[config.mk]
export PLATFORM = sky130hd
export DESIGN_NAME = fetch_unit
export DESIGN_NICKNAME = d
export VERILOG_FILES = /design/src/rtl/fetch_unit_pkg.sv /design/src/rtl/fetch_buffer.sv /design/src/rtl/fetch_unit.sv
export SDC_FILE = /design/constraint.sdc
export NUM_CORES = 1
export LEC_CHECK = 0
export ABC_AREA = 1
export CORE_AREA = 2 2 236 238
export CTS_CLUSTER_SIZE = 8
export DETAILED_ROUTE_END_ITERATION = 8
export DIE_AREA = 0 0 238 240
export SETUP_SLACK_MARGIN = 0.2
export SLEW_MARGIN = 0
export SYNTH_ARGS = -nofsm -noshare
export SYNTH_HDL_FRONTEND = slang
export SYNTH_HIERARCHICAL = 1
export SYNTH_SLANG_ARGS = --single-unit
[constraint.sdc]
create_clock -name clk_i -period 4.9 [get_ports clk_i]
set_clock_uncertainty 0.1 [all_clocks]
set_input_delay 0.98 -clock clk_i [delete_from_list [all_inputs] [get_ports clk_i]]
set_output_delay 0.98 -clock clk_i [all_outputs]
set_load 0.01 [all_outputs]
[src/rtl/fetch_unit_pkg.sv]
// Shared types and constants for the instruction-fetch front end.
package fetch_unit_pkg;

    localparam int INSTR_BYTES = 4;

    typedef enum logic {
        FETCH_RUN   = 1'b0,
        FETCH_FLUSH = 1'b1
    } fetch_state_t;

    typedef struct packed {
        logic [31:0] pc;
        logic [31:0] instr;
    } fetch_entry_t;

endpackage

[src/rtl/fetch_buffer.sv]
// Small synchronous FIFO of fetch entries with flush; used both as the
// instruction buffer towards ID and as the in-flight request pc queue.
module fetch_buffer
    import fetch_unit_pkg::*;
#(
    parameter  int DEPTH = 2,
    localparam int PW    = (DEPTH > 1) ? $clog2(DEPTH) : 1,
    localparam int CW    = $clog2(DEPTH + 1)
) (
    input  logic         clk_i,
    input  logic         reset_ni,
    input  logic         push_i,
    input  fetch_entry_t push_data_i,
    input  logic         pop_i,
    input  logic         flush_i,
    output logic         full_o,
    output logic         empty_o,
    output logic [CW-1:0] count_o,
    output fetch_entry_t head_o
);

    fetch_entry_t  mem_q [DEPTH];
    fetch_entry_t  mem_d [DEPTH];
    logic [PW-1:0] rd_q, rd_d, wr_q, wr_d;
    logic [CW-1:0] cnt_q, cnt_d;

    // Pointer increment that wraps at DEPTH, so non power-of-two depths work.
    function automatic logic [PW-1:0] ptr_inc(input logic [PW-1:0] p);
        return (p == PW'(DEPTH - 1)) ? '0 : p + 1'b1;
    endfunction

    // Next-state: flush wins; otherwise push and pop may happen together.
    always_comb begin
        mem_d = mem_q;
        rd_d  = rd_q;
        wr_d  = wr_q;
        cnt_d = cnt_q;
        if (flush_i) begin
            rd_d  = '0;
            wr_d  = '0;
            cnt_d = '0;
        end else begin
            if (push_i) begin
                mem_d[wr_q] = push_data_i;
                wr_d        = ptr_inc(wr_q);
            end
            if (pop_i) begin
                rd_d = ptr_inc(rd_q);
            end
            cnt_d = cnt_q + CW'(push_i) - CW'(pop_i);
        end
    end

    // State registers; storage is cleared so the head reads zero out of reset.
    always_ff @(posedge clk_i or negedge reset_ni) begin
        if (!reset_ni) begin
            for (int i = 0; i < DEPTH; i++) mem_q[i] <= '0;
            rd_q  <= '0;
            wr_q  <= '0;
            cnt_q <= '0;
        end else begin
            mem_q <= mem_d;
            rd_q  <= rd_d;
            wr_q  <= wr_d;
            cnt_q <= cnt_d;
        end
    end

    assign full_o  = (cnt_q == CW'(DEPTH));
    assign empty_o = (cnt_q == '0);
    assign count_o = cnt_q;
    assign head_o  = mem_q[rd_q];

endmodule

[src/rtl/fetch_unit.sv]
// Instruction-fetch front end: in-order imem requests with credit flow
// control, response buffering towards ID, and redirect-driven discard of
// stale responses. Optional macro FETCH_BYPASS_EN lets a response go straight
// to ID when the buffer is empty.
module fetch_unit
    import fetch_unit_pkg::*;
#(
    parameter logic [31:0] RESET_PC = 32'h0000_0000,
    parameter int          FB_DEPTH = 2
) (
    input  logic        clk_i,
    input  logic        reset_ni,
    input  logic        redirect_i,
    input  logic [31:0] redirect_pc_i,
    input  logic        stall_i,
    output logic        imem_req_valid_o,
    input  logic        imem_req_ready_i,
    output logic [31:0] imem_req_addr_o,
    input  logic        imem_resp_valid_i,
    input  logic [31:0] imem_resp_data_i,
    output logic        id_valid_o,
    input  logic        id_ready_i,
    output logic [31:0] id_pc_o,
    output logic [31:0] id_instr_o
);

    // Room for FB_DEPTH in flight plus one pending unaccepted request.
    localparam int CW = $clog2(FB_DEPTH + 2);
    localparam int BW = $clog2(FB_DEPTH + 1);

    fetch_state_t  state_q, state_d;
    logic [31:0]   pc_q, pc_d;
    logic [CW-1:0] out_q, out_d;
    logic [CW-1:0] kill_q, kill_d;
    logic          hold_q, hold_d;
    logic [31:0]   hold_addr_q, hold_addr_d;

    logic          buf_push, buf_pop, buf_full, buf_empty;
    logic [BW-1:0] buf_cnt;
    fetch_entry_t  buf_head, resp_entry;

    logic          side_push, side_pop, side_full, side_empty;
    logic [BW-1:0] side_cnt;
    fetch_entry_t  side_head, side_data;

    logic          credit, req_fire, resp_live, byp;

    // Request side: a held request keeps its address even across a redirect.
    always_comb begin
        credit           = (int'(out_q) + int'(buf_cnt)) < FB_DEPTH;
        imem_req_valid_o = reset_ni &&
                           (hold_q || (state_q == FETCH_RUN && !stall_i && credit));
        imem_req_addr_o  = hold_q ? hold_addr_q : pc_q;
        req_fire         = imem_req_valid_o && imem_req_ready_i;
        resp_live        = imem_resp_valid_i && (state_q == FETCH_RUN) && !redirect_i;
        side_push        = req_fire && (state_q == FETCH_RUN) && !redirect_i;
        side_pop         = resp_live;
        side_data        = '{pc: imem_req_addr_o, instr: 32'h0};
        resp_entry       = '{pc: side_head.pc, instr: imem_resp_data_i};
    end

    // ID side: registered head, optionally bypassed by a same-cycle response.
    always_comb begin
`ifdef FETCH_BYPASS_EN
        byp        = reset_ni && buf_empty && resp_live;
        id_valid_o = !buf_empty || byp;
        id_pc_o    = byp ? resp_entry.pc    : buf_head.pc;
        id_instr_o = byp ? resp_entry.instr : buf_head.instr;
        buf_push   = resp_live && !(byp && id_ready_i);
`else
        byp        = 1'b0;
        id_valid_o = !buf_empty;
        id_pc_o    = buf_head.pc;
        id_instr_o = buf_head.instr;
        buf_push   = resp_live;
`endif
        buf_pop    = !buf_empty && id_ready_i;
    end

    // Control: pc advance, in-flight count, kill count and RUN/FLUSH state.
    always_comb begin
        state_d     = state_q;
        pc_d        = pc_q;
        kill_d      = kill_q;
        hold_d      = imem_req_valid_o && !imem_req_ready_i;
        hold_addr_d = imem_req_addr_o;
        out_d       = out_q + CW'(req_fire) - CW'(imem_resp_valid_i);
        // Only fresh requests advance the pc; a stale held one in FLUSH must not.
        if (req_fire && state_q == FETCH_RUN) begin
            pc_d = pc_q + 32'(INSTR_BYTES);
        end
        if (redirect_i) begin
            pc_d    = {redirect_pc_i[31:2], 2'b00};
            kill_d  = out_d + CW'(hold_d);
            state_d = (kill_d != '0) ? FETCH_FLUSH : FETCH_RUN;
        end else if (state_q == FETCH_FLUSH) begin
            kill_d = kill_q - CW'(imem_resp_valid_i);
            if (kill_d == '0 && !hold_d) state_d = FETCH_RUN;
        end
    end

    // Control registers.
    always_ff @(posedge clk_i or negedge reset_ni) begin
        if (!reset_ni) begin
            state_q     <= FETCH_RUN;
            pc_q        <= RESET_PC;
            out_q       <= '0;
            kill_q      <= '0;
            hold_q      <= 1'b0;
            hold_addr_q <= '0;
        end else begin
            state_q     <= state_d;
            pc_q        <= pc_d;
            out_q       <= out_d;
            kill_q      <= kill_d;
            hold_q      <= hold_d;
            hold_addr_q <= hold_addr_d;
        end
    end

    fetch_buffer #(.DEPTH(FB_DEPTH)) u_ibuf (
        .clk_i       (clk_i),
        .reset_ni    (reset_ni),
        .push_i      (buf_push),
        .push_data_i (resp_entry),
        .pop_i       (buf_pop),
        .flush_i     (redirect_i),
        .full_o      (buf_full),
        .empty_o     (buf_empty),
        .count_o     (buf_cnt),
        .head_o      (buf_head)
    );

    // Carries the pc of each fresh in-flight request to its response.
    fetch_buffer #(.DEPTH(FB_DEPTH)) u_pcq (
        .clk_i       (clk_i),
        .reset_ni    (reset_ni),
        .push_i      (side_push),
        .push_data_i (side_data),
        .pop_i       (side_pop),
        .flush_i     (redirect_i),
        .full_o      (side_full),
        .empty_o     (side_empty),
        .count_o     (side_cnt),
        .head_o      (side_head)
    );

    // Credit flow makes overflow impossible; in RUN every in-flight request has a pc.
    a_ibuf_no_overflow: assert property (@(posedge clk_i) disable iff (!reset_ni)
        buf_push |-> (!buf_full || buf_pop));
    a_pcq_no_overflow: assert property (@(posedge clk_i) disable iff (!reset_ni)
        side_push |-> (!side_full || side_pop));
    a_pcq_no_underflow: assert property (@(posedge clk_i) disable iff (!reset_ni)
        side_pop |-> (!side_empty && side_head.instr == 32'h0));
    a_pcq_tracks_inflight: assert property (@(posedge clk_i) disable iff (!reset_ni)
        (state_q == FETCH_RUN) |-> (int'(side_cnt) == int'(out_q)));

endmodule
==> results of run 1 <==
worst max-delay path, cell delays in order, from the launching register on:
cell	delay [ns]
dfrtp_4	1.05
mux2_2	0.42
clkdlybuf4s50_1	0.59
cell usage in the layout, fill, tap and decap left out, types with 2 or more instances in the layout:
| master | n |
|---|---|
| xor2_1 | 6 |
| nand2_1 | 406 |
| clkdlybuf4s50_1 | 165 |
| nand2_4 | 4 |
| a21oi_2 | 2 |
| a21oi_1 | 9 |
| o21ai_1 | 88 |
| o21bai_1 | 2 |
| nand3b_1 | 2 |
| xnor2_1 | 2 |
| nor2_4 | 10 |
| inv_1 | 152 |
| clkbuf_16 | 40 |
| nand3b_4 | 2 |
| dfrtp_1 | 265 |
| nor2_2 | 6 |
| buf_4 | 11 |
| nand4_1 | 3 |
| inv_2 | 3 |
| nand3_2 | 3 |
| nor2_1 | 63 |
| o21ai_0 | 61 |
| or2_2 | 3 |
| o21ai_2 | 97 |
| and2_1 | 2 |
| buf_12 | 3 |
| clkbuf_1 | 5 |
| mux2_2 | 96 |
| nand3_1 | 37 |
| nand2_2 | 7 |
| ha_1 | 7 |
layout make-up:
type / instances / area, sq um / area share
clock buffers: 46 / 1030 / 0.0635
clock inverters: 2 / 25.0 / 0.00154
inverters: 155 / 582 / 0.0357
multi-input cells: 923 / 5290 / 0.325
flip-flops and latches: 266 / 6660 / 0.409
well taps: 704 / 881 / 0.0541
repair buffers: 180 / 1810 / 0.111
per-stage QoR:
stage          hold slack, ns  instance area [sq um]
5_1_grt                 0.283                  16300
3_5_place_dp            0.354                  15200
2_1_floorplan           0.349                  13200
3_3_place_gp            0.348                  15200
6_report                0.282                  16300
4_1_cts                 0.264                  16300
worst max path at each step:
stage | endpoint | cells after the start
final | id_pc_o[24] | 2
after global routing | id_pc_o[15] | 2
after CTS | id_pc_o[17] | 2
after detailed placement | u_pcq/mem_q[99]$_DFFE_PN0P_ | 11
after global placement | u_pcq/mem_q[99]$_DFFE_PN0P_ | 11
after floorplan | kill_q[1]$_DFFE_PN0P_ | 13
layer usage:
metal,wire length [microns],vias up
met4,880,0
met3,1870,56
met5,0,-
met1,16200,4439
li1,-,4819
met2,14800,231
sequential cells by signal, summed over array words and instances, names as in the netlist:
signal,flops
u_ibuf/mem_q,128
hold_addr_q,32
u_pcq/rd_q,1
out_q,2
u_ibuf/count_o,2
kill_q,2
state_q,1
u_ibuf/wr_q,1
pc_q,30
u_ibuf/rd_q,1
u_pcq/wr_q,1
u_pcq/mem_q,64
hold_q,1
power breakdown:
| group | switching [uW] | internal (uW) |
|---|---|---|
| combinational | 1380 | 1400 |
| clock | 956 | 1460 |
| sequential | 418 | 2830 |
| total | 2760 | 5700 |
==> impl_metrics.csv, run 1 <==
group,metric,value,unit
pwr,p_leak,0.00746,uW
global_route,grtUsageMet2,0.186,
sta,tns,0,ns
floorplan,die_h,240,microns
clocking,clk_pin_slew,0.05,ns
clocking,cts_root_buf,"clkbuf_16",
global_route,use_met1,0.165,
sta,period_minus_slack,3.75,ns
synthesis,syn_avg_cell_area,9.27,sq um
global_route,grtUsageTotal,0.120,
drt,drt_first_iter_violations,659,
cells_and_area,drive_gt1_frac,0.186,
drt,drc,0,
clocking,cts.htree.levels,2,
drt,via_per_inst,4.19,
clocking,clockBufferDepth,3,
sta,maxSlewHeadroom,0.321,
critical_path,rr_startpoint,"u_ibuf/count_o[0]$_DFF_PN0_",
placed_design,gp_congestion,0.815,
sta,setup_viol,0,
run_status,status,"completed",
critical_path,path_max_fanout,66,
cells_and_area,synthToLayoutAreaGrowth,23.3,%
global_route,busiest_layer,"met2",
critical_path,r2r_cells,13,
critical_path,cp-end-kind,"output port",
sta,layout_setup_ws,1.15,ns
sta,finalCritPeriodShare,0.765,
floorplan,die_w,238,microns
floorplan,initial_core_util,0.242,
global_route,grtUsageMet3,0.0245,
pwr,total_power,8460,uW
placed_design,numPortBuffers,166,
sta,fmax,0.267,GHz
floorplan,io_pins,169,
floorplan,core,54700,sq um
placed_design,post-place-ws,1.18,ns
global_route,grt_overflow,0,
critical_path,critPathLaunchType,"flop",
global_route,grt_pass1_wl,53800,microns
clocking,hold_buffers,0,
synthesis,netlist_instances,1424,
sta,rsz0062_at_grt,"no",
critical_path,cp.required,3.82,ns
synthesis,syn-num-nets,1503,
clocking,post_cts_buffers,0,
critical_path,r2r_slack,1.66,ns
flow_run,max_cap_violations,0,
pwr,ir_drop,0.000209,V
floorplan,die_area,57100,sq um
drt,vias,9545,
critical_path,worstSetupPathType,"flop to output port",
floorplan,num_rows,86,
cells_and_area,final_core_util,0.298,
clocking,cts_resized,0,
pwr,p_per_area,519,nW/um^2
clocking,cts_buffers,39,
drt,first_pass_iters,5,
critical_path,worstReg2RegEnd,"u_pcq/mem_q[97]$_DFFE_PN0P_",
cells_and_area,fin_nets,1644,
sta,hold_viol_final,0,
clocking,insertion_delay,0.55,ns
placed_design,dp_cells,2228,
cells_and_area,n_fill_cell,5760,
drt,postRouteAntennaNets,0,
drt,wire_per_inst,14.8,microns
hold_path,hold_path_class,"primary input to async pin",
synthesis,yosysWarnings,6,
synthesis,synth_area,13200,sq um
clocking,cts_sinks,266,
global_route,grt_pass1_vias,9623,
sta,maxSlewViolCount,0,
cells_and_area,finalNonFillerCells,2276,
global_route,grt_max_degree,165,
cells_and_area,antennaDiodeCount,0,
global_route,grt_antenna_before_repair,0,
clocking,tritoncts,"built",
critical_path,cp.arrival,2.67,ns
critical_path,startpoint,"u_ibuf/rd_q$_DFFE_PN0P_",
placed_design,hpwl,22600,microns
drt,wirelength,33700,microns
sta,tightest_slew,1.02,ns
No activity file was read; power rests on OpenSTA's default activity.
==> run 2, diff against run 1 <==
Clock period 4.9 ns to 3.7 ns, I/O delays scaled along.
==> run 2 against run 1 <==
Critical path depth increased by 1. Register-to-register slack got worse by 0.93 ns. Highest routed layer unchanged. Critical endpoint is now imem_req_addr_o[12]. Routed wire length increased by 1.3%. Hold slack improved by 0.091 ns.
==> impl_metrics.csv, run 2 (synthesis gave the netlist of run 1 again) <==
group,metric,value,unit
run_status,status,"completed",
cells_and_area,synthToLayoutAreaGrowth,25.4,%
critical_path,r2r_cells,14,
drt,wirelength,34100,microns
sta,period_minus_slack,3.39,ns
drt,vias,9661,
sta,maxSlewViolCount,0,
global_route,grtUsageTotal,0.121,
global_route,grt_max_degree,169,
cells_and_area,reg_top3,"u_ibuf/mem_q x128, u_pcq/mem_q x64, hold_addr_q x32",
placed_design,numPortBuffers,166,
cells_and_area,final_cell_mix,"nand2_1, dfrtp_1, clkdlybuf4s50_1",
pwr,power.switching,3670,uW
critical_path,cp-end-kind,"output port",
placed_design,post-place-ws,0.446,ns
cells_and_area,final_common_cell,"nand2_1",
global_route,grt_pass1_vias,9742,
drt,wire_per_inst,14.9,microns
cells_and_area,regMostFlops,"u_ibuf/mem_q",
critical_path,critPathLaunchType,"flop",
sta,tns,0,ns
floorplan,die_w,238,microns
pwr,p_clk_frac,0.292,
floorplan,num_rows,86,
critical_path,cp.arrival,2.55,ns
floorplan,die_h,240,microns
pwr,p_leak,0.00762,uW
cells_and_area,fin_nets,1663,
pwr,p_seq_frac,0.372,
sta,rsz0062_at_grt,"no",
cells_and_area,post-route-cell-area,16600,sq um
drt,drt_first_iter_violations,611,
sta,layout_setup_ws,0.307,ns
global_route,grt_antenna_before_repair,0,
drt,first_pass_iters,5,
floorplan,initial_core_util,0.242,
pwr,power.share.switching,0.322,
global_route,grt_overflow,0,
clocking,insertion_delay,0.54,ns
clocking,clk_pin_slew,0.05,ns
sta,maxSlewHeadroom,0.338,
placed_design,hpwl,23200,microns
global_route,grt_pass1_wl,54300,microns
pwr,ir_drop,0.000277,V
placed_design,dpl_cell_area,15400,sq um
pwr,combPwrFrac,0.336,
sta,finalCritPeriodShare,0.917,
cells_and_area,largest_reg_flops,128,
sta,fmax,0.295,GHz
drt,postRouteAntennaNets,0,
clocking,cts_sinks,266,
drt,drc,0,
critical_path,worstSetupPathType,"flop to output port",
clocking,cts_root_buf,"clkbuf_16",
drt,via_per_inst,4.21,
clocking,tritoncts,"built",
floorplan,core,54700,sq um
flow_run,max_cap_violations,0,
clocking,clockBufferDepth,3,
sta,setup_viol,0,
cells_and_area,antennaDiodeCount,0,
pwr,p_per_area,690,nW/um^2
cells_and_area,drive_gt1_frac,0.197,
clocking,cts_buffers,40,
cells_and_area,final_core_util,0.303,
floorplan,io_pins,169,
placed_design,gp_congestion,0.839,
sta,tightest_slew,0.993,ns
clocking,cts.htree.levels,2,
critical_path,cp.required,2.86,ns
cells_and_area,n_fill_cell,5748,
pwr,total_power,11400,uW
critical_path,path_max_fanout,59,
hold_path,hold_path_class,"flop to flop",
hold_path,hold_depth,2,
sta,hold_viol_final,0,
clocking,cts_resized,0,
floorplan,die_area,57100,sq um
pwr,p_int,7740,uW
[run 2: changes by cell type in the layout (fill, tap and decap cells not counted), sizes merged]
cell / change
bufinv: +1
dlygate4sd3: +1
buf: +17
[run 2: what timing repair did]
item	4_1_cts	5_1_grt
setup endpoints to repair	22	0
hold buffers	1	0
endpoints found under the hold margin	3	0
setup buffers	1	0
[run 2: cell type report]
cell class,instances,area (sq um),share of cell area
Multi-Input combinational cell,923,5290,0.320
Clock inverter,3,55.1,0.00333
Timing Repair Buffer,198,2020,0.122
Tap cell,704,881,0.0532
Inverter,155,582,0.0352
Sequential cell,266,6660,0.402
Clock buffer,46,1060,0.0643
[run 2: per-stage QoR]
| stage | hold slack [ns] | cells |
|---|---|---|
| 6_report | 0.373 | 2295 |
| 5_1_grt | 0.389 | 2295 |
| 4_1_cts | 0.376 | 2295 |
| 3_5_place_dp | 0.363 | 2244 |
| 3_3_place_gp | 0.358 | 2244 |
| 2_1_floorplan | 0.344 | 1424 |
[run 2: path summary, 6_finish.rpt]
path                                                   start                           end  slack (ns)
min in group asynchronous                           reset_ni         kill_q[1]$_DFFE_PN0P_        0.50
worst min-delay path            u_ibuf/mem_q[14]$_DFFE_PN0P_  u_ibuf/mem_q[14]$_DFFE_PN0P_        0.37
worst max register to register   u_ibuf/count_o[0]$_DFF_PN0_   u_pcq/mem_q[97]$_DFFE_PN0P_        0.73
worst min register to register  u_ibuf/mem_q[14]$_DFFE_PN0P_  u_ibuf/mem_q[14]$_DFFE_PN0P_        0.37
worst max-delay path                        hold_q$_DFF_PN0_           imem_req_addr_o[12]        0.31
max in group asynchronous                           reset_ni  u_ibuf/mem_q[85]$_DFFE_PN0P_        1.51
[run 2: power groups by stage]
stage	combinational [uW]	clock, uW	sequential, uW
3_3_place_gp	3770	0	4270
4_1_cts	3910	3490	4250
2_1_floorplan	2280	0	4120
6_report	3840	3330	4240
5_1_grt	4260	3590	4370
3_5_place_dp	3820	0	4320
[run 2: worst max-delay path, stage by stage (launching register included)]
cell and delay, ns:
dfrtp_1 0.39, buf_12 0.19, o21ai_0 0.71, clkdlybuf4s50_1 0.68
[run 2: metal layers]
| metal | routed length [microns] | vias up | track usage |
|---|---|---|---|
| li1 | - | 4876 | - |
| met1 | 16100 | 4490 | 0.164 |
| met2 | 15000 | 236 | 0.187 |
| met3 | 1920 | 59 | 0.0273 |
| met4 | 1060 | 0 | 0.0489 |
| met5 | 0 | - | 0 |
==> run 3, diff against run 2 <==
Settings changed: GPL_TIMING_DRIVEN from default to 0, SETUP_SLACK_MARGIN 0.2 to 0.3.
==> run 3 against run 2 <==
Sequential power about the same. Critical path depth unchanged. Clock-buffer cell count increased by 1. Cell count increased by 2.2%. Non-clock buffer count increased by 50. Via count increased by 3.9%. Sequential share of layout area decreased by 0.87 points. Die area unchanged. Worst setup slack improved by 0.038 ns. First-iteration DRC count increased by 26%. Critical endpoint is now imem_req_addr_o[18]. Largest power group unchanged.
==> impl_metrics.csv, run 3 (synthesis gave the netlist of run 1 again) <==
group,metric,value,unit
run_status,status,"completed",
critical_path,cp.arrival,2.51,ns
critical_path,rr_startpoint,"u_ibuf/count_o[0]$_DFF_PN0_",
drt,postRouteAntennaNets,0,
drt,drt_first_iter_violations,772,
sta,hold_viol_final,0,
critical_path,cp-end-kind,"output port",
sta,period_minus_slack,3.35,ns
pwr,p_leak,0.00788,uW
critical_path,worstSetupPathType,"flop to output port",
cells_and_area,final_core_util,0.309,
clocking,hold_buffers,0,
floorplan,initial_core_util,0.242,
critical_path,r2r_slack,0.82,ns
global_route,grt_pass1_wl,61100,microns
critical_path,path_max_fanout,10,
critical_path,worstReg2RegEnd,"kill_q[1]$_DFFE_PN0P_",
floorplan,core,54700,sq um
floorplan,die_w,238,microns
drt,wirelength,39800,microns
sta,fmax,0.298,GHz
sta,finalCritPeriodShare,0.907,
floorplan,num_rows,86,
cells_and_area,regMostFlops,"u_ibuf/mem_q",
global_route,grt_max_degree,112,
sta,maxSlewViolCount,0,
clocking,cts.htree.levels,2,
placed_design,dp_cells,2296,
drt,vias,10000,
cells_and_area,synthToLayoutAreaGrowth,28.1,%
critical_path,slowest_stage,"clkdlybuf4s50_1",
critical_path,path_delay_family,"buffers and inverters",
clocking,cts_buffers,40,
pwr,total_power,11500,uW
cells_and_area,drive_gt1_frac,0.216,
critical_path,cp.required,2.86,ns
global_route,grt_overflow,0,
cells_and_area,final_common_cell,"nand2_1",
critical_path,r2r_cells,16,
cells_and_area,finalNonFillerCells,2346,
drt,wire_per_inst,16.9,microns
floorplan,die_h,240,microns
critical_path,critPathLaunchType,"flop",
critical_path,worst-path-buf-inv,2,
drt,drc,0,
placed_design,hpwl,29300,microns
global_route,grt_antenna_before_repair,1,
clocking,clockBufferDepth,3,
pwr,ir_drop,0.000247,V
clocking,clk_pin_slew,0.05,ns
critical_path,slowest_delay,0.67,ns
sta,maxSlewHeadroom,0.451,
clocking,cts_sinks,266,
sta,rsz0062_at_grt,"yes",
global_route,grtUsageTotal,0.140,
clocking,tritoncts,"built",
cells_and_area,fin_nets,1713,
clocking,insertion_delay,0.54,ns
floorplan,io_pins,169,
placed_design,numPortBuffers,166,
drt,first_pass_iters,5,
global_route,grt_pass1_vias,10300,
floorplan,die_area,57100,sq um
cells_and_area,largest_reg_flops,128,
flow_run,max_cap_violations,0,
critical_path,cp_cell_sequence,"clkbuf_1 > o21ai_0 > clkdlybuf4s50_1",
pwr,p_per_area,679,nW/um^2
clocking,cts_root_buf,"clkbuf_16",
placed_design,gp_congestion,0.862,
sta,tightest_slew,0.820,ns
hold_path,hold_path_class,"primary input to async pin",
cells_and_area,final_cell_mix,"nand2_1, dfrtp_1, clkdlybuf4s50_1",
cells_and_area,reg_top3,"u_ibuf/mem_q x128, u_pcq/mem_q x64, hold_addr_q x32",
drt,via_per_inst,4.28,
sta,setup_viol,0,
==> run 3: changes by cell type in the layout (fill, tap and decap cells not counted), moves of 2 or more <==
cell	delta
clkinv_2	+2
buf_6	+39
buf_2	+8
buf_16	+2
buf_12	-9
clkbuf_8	-2
clkdlybuf4s50_1	-6
clkbuf_1	+11
o21ai_0	-6
clkbuf_2	+2
o21ai_1	+5
dlymetal6s2s_1	+6
==> run 3: cell type report <==
cell class                      instances  area, sq um
Antenna cell                            1         2.50
Tap cell                              704          881
Inverter                              155          582
Multi-Input combinational cell        923         5290
Clock inverter                          2         10.0
Sequential cell                       266         6660
Timing Repair Buffer                  168         1740
Buffer                                 80          688
Clock buffer                           47         1070
Fill cell                            5698        37800
==> run 3: how the worst max path moves through the flow <==
stage,end,cells past startpoint,startpoint
floorplan,kill_q[1]$_DFFE_PN0P_,16,u_ibuf/count_o[0]$_DFF_PN0_
global placement,pc_q[9]$_DFFE_PN0P_,1,reset_ni
detailed placement,u_ibuf/mem_q[91]$_DFFE_PN0P_,7,redirect_i
CTS,imem_req_addr_o[20],3,hold_q$_DFF_PN0_
global route,imem_req_addr_o[18],5,hold_q$_DFF_PN0_
finish,imem_req_addr_o[18],3,hold_q$_DFF_PN0_
==> run 3: power breakdown <==
part           switching (uW)  leakage, uW  internal, uW  total, uW
Sequential                475      0.00347          3750       4230
Clock                    1270     0.000532          1990       3260
Combinational            2050      0.00387          1940       3990
==> run 3: stage by stage <==
step | cell area, sq um | setup TNS [ns] | setup slack [ns] | hold slack (ns)
2_1_floorplan | 13200 | 0 | 1.14 | 0.344
3_3_place_gp | 15700 | -3431.00 | -9.71 | 0.358
3_5_place_dp | 15800 | 0 | 0.135 | 0.363
4_1_cts | 16900 | 0 | 0.284 | 0.107
5_1_grt | 16900 | 0 | 0.183 | 0.139
6_report | 16900 | 0 | 0.345 | 0.102
==> run 3: layer usage <==
metal / GRT usage / share of wire
met1: 0.189 / 0.46
met2: 0.233 / 0.47
met3: 0.0257 / 0.048
met4: 0.0333 / 0.019
met5: 0 / 0
==> run 3: repair_timing <==
item	CTS	global route
pin swaps	0	0
setup buffers	0	0
gates resized for setup	6	11
setup endpoints to repair	23	13
